[src/rtl/ff_bank_pkg.sv]
// ff_bank_pkg: shared mode and SR-conflict policy constants for the multi-mode flop bank
package ff_bank_pkg;
    localparam logic [1:0] MODE_SR = 2'b00;
    localparam logic [1:0] MODE_JK = 2'b01;
    localparam logic [1:0] MODE_D  = 2'b10;
    localparam logic [1:0] MODE_T  = 2'b11;
    localparam int POL_RST_DOM = 0;
    localparam int POL_SET_DOM = 1;
    localparam int POL_HOLD    = 2;
endpackage

[src/rtl/ff_bit_cell.sv]
// ff_bit_cell: combinational next state and SR-conflict detect for one cell
module ff_bit_cell
    import ff_bank_pkg::*;
#(
    parameter int SR_POLICY = POL_RST_DOM
) (
    input  logic       q,
    input  logic       a,
    input  logic       b,
    input  logic [1:0] mode,
    output logic       d,
    output logic       conflict
);
    logic both;
    logic sr_res;
    always_comb begin
        both     = a & b;
        sr_res   = (SR_POLICY == POL_SET_DOM) ? 1'b1 : (SR_POLICY == POL_HOLD) ? q : 1'b0;
        conflict = (mode == MODE_SR) & both;
        d        = (mode == MODE_D) ? a :
                   (mode == MODE_T) ? q ^ a :
                   both ? ((mode == MODE_JK) ? ~q : sr_res) :
                   a ? 1'b1 : b ? 1'b0 : q;
    end
endmodule

[src/rtl/multi_mode_ff_bank.sv]
// multi_mode_ff_bank: WIDTH cells switchable between SR/JK/D/T with sticky SR-conflict logging
module multi_mode_ff_bank
    import ff_bank_pkg::*;
#(
    parameter int               WIDTH     = 8,
    parameter logic [WIDTH-1:0] RST_VAL   = '0,
    parameter int               SR_POLICY = POL_RST_DOM,
    parameter int               CNT_W     = 8
) (
    input  logic             clk,
    input  logic             rst,
    input  logic             en,
    input  logic [1:0]       mode,
    input  logic [WIDTH-1:0] a,
    input  logic [WIDTH-1:0] b,
    input  logic             clr_err,
    output logic [WIDTH-1:0] q,
    output logic [WIDTH-1:0] qn,
    output logic [WIDTH-1:0] conflict,
    output logic [CNT_W-1:0] conflict_cnt
);
    logic [WIDTH-1:0] d;
    logic [WIDTH-1:0] hit;
    logic [CNT_W-1:0] cnt_base;
    logic [CNT_W-1:0] cnt_next;
    if (SR_POLICY < POL_RST_DOM || SR_POLICY > POL_HOLD) begin : g_bad_policy
        $warning("multi_mode_ff_bank: SR_POLICY %0d out of range, treated as reset-dominant", SR_POLICY);
    end
    for (genvar i = 0; i < WIDTH; i++) begin : g_cell
        ff_bit_cell #(.SR_POLICY(SR_POLICY)) u_cell (
            .q(q[i]),
            .a(a[i]),
            .b(b[i]),
            .mode(mode),
            .d(d[i]),
            .conflict(hit[i])
        );
    end
    assign qn = ~q;
    // clear happens before logging so a same-edge conflict survives the clear
    always_comb begin
        cnt_base = clr_err ? '0 : conflict_cnt;
        cnt_next = (en && |hit && cnt_base != '1) ? cnt_base + CNT_W'(1) : cnt_base;
    end
    always_ff @(posedge clk) begin
        if (rst) begin
            q            <= RST_VAL;
            conflict     <= '0;
            conflict_cnt <= '0;
        end else begin
            if (en) q <= d;
            conflict     <= (clr_err ? '0 : conflict) | (en ? hit : '0);
            conflict_cnt <= cnt_next;
        end
    end
endmodule
[config.mk]
export PLATFORM = sky130hd
export DESIGN_NAME = multi_mode_ff_bank
export DESIGN_NICKNAME = d
export VERILOG_FILES = /design/src/rtl/ff_bank_pkg.sv /design/src/rtl/ff_bit_cell.sv /design/src/rtl/multi_mode_ff_bank.sv
export SDC_FILE = /design/constraint.sdc
export NUM_CORES = 1
export LEC_CHECK = 0
export CORE_AREA = 8 8 65 67
export DETAILED_ROUTE_END_ITERATION = 16
export DIE_AREA = 0 0 73 75
export PLACE_DENSITY = 0.92
export SYNTH_ARGS = -nofsm -noshare
export SYNTH_HDL_FRONTEND = slang
export SYNTH_SLANG_ARGS = --single-unit
[constraint.sdc]
create_clock -name clk -period 5.6 [get_ports clk]
set_clock_uncertainty 0.15 [all_clocks]
set_input_delay 1.12 -clock clk [delete_from_list [all_inputs] [get_ports clk]]
set_output_delay 1.12 -clock clk [all_outputs]
set_load 0.02 [all_outputs]
==> impl_metrics.py <==
metrics = {
    "run_status": {
        "status": "complete, no violations",
    },
    "cells_and_area": {
        "flow.area_growth_from_synthesis_pct": 34.8,
        "drive_above_1_share_pct": 5.80,
        "layout_commonest_cell": "sky130_fd_sc_hd__clkdlybuf4s50_1",
        "antenna_cells": 0,
        "fillCellCount": 284,
        "layout.cells.most_common_list": "53 x sky130_fd_sc_hd__clkdlybuf4s50_1, 24 x sky130_fd_sc_hd__dfxtp_1, 12 x sky130_fd_sc_hd__nand2_1, 12 x sky130_fd_sc_hd__nand3_1, 10 x sky130_fd_sc_hd__nor2_1",
        "design.final.nets": 231,
    },
    "floorplan": {
        "fp.dieW_um": 73,
        "chipHeight_um": 75,
        "initial_core_util_pct": 44.4,
        "num_io_pins": 54,
        "placement_rows": 21,
        "fp.coreArea_mm2": 0.00323,
        "die-area_mm2": 0.00548,
    },
    "sta": {
        "tightest_slew_ps": 889,
        "timing.max_slew.rel_slack_pct": 40.6,
        "postLayoutSetupSlackWorst_ps": 2350,
        "timing_max_transition_violations_final": 0,
        "max_freq_mhz": 308,
        "final-setup-viol-count": 0,
        "final_period_minus_worst_setup_slack_ps": 3250,
        "final.setup.tns_ps": 0,
        "fin_crit_sh_pct": 58.0,
        "grt_setup_unrepaired": "false",
        "report.final.hold_viol_count": 0,
    },
    "logic_synthesis": {
        "post_synth_and_or_nand_nor_area_fraction_pct": 25.7,
        "yosys_warnings": 0,
        "syn_avg_cell_area_um2": 8.53,
        "synth.net_count": 191,
        "post_synth_num_cell_types": 42,
        "synthAdderAreaFrac_pct": 0.873,
        "synth.mux.area_fraction_pct": 0.785,
        "synth-seq-cells": 24,
        "synth_compound_area_share_pct": 27.8,
        "post_synthesis_share_of_cell_area_spent_on_xor_and_xnor_gates_pct": 0,
        "synth_top_family_by_area": "compound AO/OA/AOI/OAI gates",
        "synth_cell_area_mm2": 0.00143,
        "synthCells": 168,
        "seq_area_frac_synth_pct": 33.5,
    },
    "cts": {
        "reg_clk_slew_reported_paths_ps": 130,
        "cts.sinks": 24,
        "post_cts_resized": 0,
        "worst_skew_pair.late_latency_ps": 320,
        "clock-root-buffer": "sky130_fd_sc_hd__clkbuf_4",
        "cts_hold_buf": 0,
        "cts_made_buffers": 3,
        "cts_setup_buffers": 0,
        "cts_tree": "done",
        "cts.htree.levels": 1,
        "clock_tree.buffer_depth": 2,
    },
    "pwr": {
        "leakage_nw": 0.663,
        "power_density_mw_per_mm2": 188,
        "ir_drop_mv": 0.0781,
    },
    "placed_design": {
        "place.gp.congestion": 0.905,
        "hpwlAfterDp_um": 3050,
        "dp_slack_ps": 2040,
        "port_buffers": 53,
    },
    "global_route": {
        "pin_count_of_the_biggest_net_entering_global_routing": 25,
        "grt_pass1_wl_um": 6290,
        "grtUsageTotal_pct": 14.4,
        "first_global_vias": 1319,
        "grt.overflow.total": 0,
        "antenna_found_initial": 0,
    },
    "critical_path": {
        "setup.worst_path.class": "in2reg",
        "cp.arrival_ps": 3370,
        "worst_setup_path_start_kind": "primary input",
        "critical_path_required_ps": 5720,
        "worst_setup_path_end_kind": "register",
        "path_max_fanout": 9,
    },
    "detailed_routing": {
        "avgViaCountPerCell": 5.62,
        "vias": 1423,
        "drc": 0,
        "postRouteAntennaNets": 0,
        "totalWireLength_um": 3850,
        "drt_pre_antenna_iters": 4,
        "drtIter0Drc": 148,
        "wire_per_inst_um": 15.2,
    },
    "worst_hold_path": {
        "hold_class": "reg2reg",
    },
    "run": {
        "max_cap_violations": 0,
    },
}
## power breakdown
group / total, mW / internal [mW] / switching (mW)
Sequential: 0.179 / 0.176 / 0.00255
Combinational: 0.0908 / 0.0426 / 0.0482
Clock: 0.0932 / 0.0398 / 0.0533
Total: 0.363 / 0.259 / 0.104
## worst max-delay path, stage by stage
cell	delay, ps
sky130_fd_sc_hd__clkdlybuf4s50_1	650
sky130_fd_sc_hd__and2b_2	300
sky130_fd_sc_hd__ha_1	240
sky130_fd_sc_hd__nand3_1	120
sky130_fd_sc_hd__or3_4	160
sky130_fd_sc_hd__nand4_4	120
sky130_fd_sc_hd__or4_1	500
sky130_fd_sc_hd__a21boi_1	150
## through the flow
stage / area [um^2] / hold slack (ps) / instances / power [mW] / utilization, %
2_1_floorplan: 1430 / 424 / 168 / 0.237 / -
3_3_place_gp: 1900 / 322 / 249 / 0.271 / 58.7
3_5_place_dp: 1900 / 332 / 249 / 0.273 / 58.7
4_1_cts: 1930 / 363 / 253 / 0.365 / 59.8
5_1_grt: 1930 / 395 / 253 / 0.380 / 59.8
6_report: 1930 / 363 / 253 / 0.363 / 59.8
## cell families after synthesis
logic type | after synthesis
simple gates | 61
compound gates | 53
buf+inv | 28
flops | 24
mux | 1
fa+ha+maj | 1
## worst paths after layout
path | startpoint | endpoint | slack, ps | depth (start not counted)
worst min register to register | conflict[1] | conflict[1] | 360 | 2
worst min-delay path | conflict[1] | conflict[1] | 360 | 2
worst max-delay path | clr_err | conflict_cnt[7] | 2350 | 8
worst max register to register | conflict_cnt[0] | conflict_cnt[7] | 3530 | 7
## area by class of cell
type / count / area (um^2) / area share [%]
inverter: 10 / 37.5 / 1.94
clock buffer: 4 / 36.3 / 1.88
timing repair buffer: 53 / 531 / 27.4
tap: 46 / 57.6 / 2.98
sequential: 24 / 480 / 24.9
multi-input combinational: 116 / 791 / 40.9
## sequential cells by signal, summed over array words and instances (netlist names)
register and count:
conflict_cnt 8, conflict 8, q 8
## synth_stat cells
| cell | number | area, um^2 |
|---|---|---|
| sky130_fd_sc_hd__a21boi_1 | 2 | 15.0 |
| sky130_fd_sc_hd__a21oi_1 | 5 | 25.0 |
| sky130_fd_sc_hd__a221oi_1 | 8 | 70.1 |
| sky130_fd_sc_hd__a22oi_1 | 4 | 30.0 |
| sky130_fd_sc_hd__a31oi_1 | 8 | 50.1 |
| sky130_fd_sc_hd__a32oi_1 | 8 | 70.1 |
| sky130_fd_sc_hd__and2_4 | 1 | 8.76 |
| sky130_fd_sc_hd__and2b_1 | 5 | 37.5 |
| sky130_fd_sc_hd__and2b_2 | 1 | 8.76 |
| sky130_fd_sc_hd__buf_2 | 1 | 5.00 |
| sky130_fd_sc_hd__buf_4 | 9 | 67.6 |
| sky130_fd_sc_hd__buf_6 | 3 | 33.8 |
| sky130_fd_sc_hd__clkbuf_1 | 5 | 18.8 |
| sky130_fd_sc_hd__clkinv_1 | 1 | 3.75 |
| sky130_fd_sc_hd__dfxtp_1 | 24 | 480 |
| sky130_fd_sc_hd__ha_1 | 1 | 12.5 |
| sky130_fd_sc_hd__inv_1 | 9 | 33.8 |
| sky130_fd_sc_hd__mux2_1 | 1 | 11.3 |
| sky130_fd_sc_hd__nand2_1 | 12 | 45.0 |
| sky130_fd_sc_hd__nand2b_4 | 1 | 13.8 |
| sky130_fd_sc_hd__nand3_1 | 12 | 60.1 |
| sky130_fd_sc_hd__nand4_1 | 1 | 6.26 |
| sky130_fd_sc_hd__nand4_4 | 1 | 21.3 |
| sky130_fd_sc_hd__nand4b_1 | 1 | 8.76 |
| sky130_fd_sc_hd__nor2_1 | 10 | 37.5 |
| sky130_fd_sc_hd__nor2_8 | 1 | 20.0 |
| sky130_fd_sc_hd__nor2b_1 | 5 | 31.3 |
| sky130_fd_sc_hd__nor3_1 | 2 | 10.0 |
| sky130_fd_sc_hd__nor3b_1 | 1 | 7.51 |
| sky130_fd_sc_hd__nor4_1 | 1 | 6.26 |
| sky130_fd_sc_hd__o2111ai_4 | 1 | 26.3 |
| sky130_fd_sc_hd__o21a_1 | 1 | 7.51 |
| sky130_fd_sc_hd__o21ai_0 | 4 | 20.0 |
| sky130_fd_sc_hd__o21ai_2 | 1 | 8.76 |
| sky130_fd_sc_hd__o22ai_1 | 8 | 50.1 |
| sky130_fd_sc_hd__o311ai_1 | 1 | 8.76 |
| sky130_fd_sc_hd__o31ai_1 | 1 | 7.51 |
| sky130_fd_sc_hd__o32a_1 | 1 | 10.0 |
| sky130_fd_sc_hd__or2b_1 | 1 | 7.51 |
| sky130_fd_sc_hd__or3_1 | 3 | 18.8 |
| sky130_fd_sc_hd__or3_4 | 1 | 11.3 |
| sky130_fd_sc_hd__or4_1 | 1 | 7.51 |
## metal layers
metal	global-route usage, %	vias to the layer above	wire, um
met5	0	-	0
met4	5.33	0	66
met3	2.66	6	205
met1	17.9	661	1800
li1	-	705	-
met2	24.0	51	1780
Power figures use the tool's default switching activity.
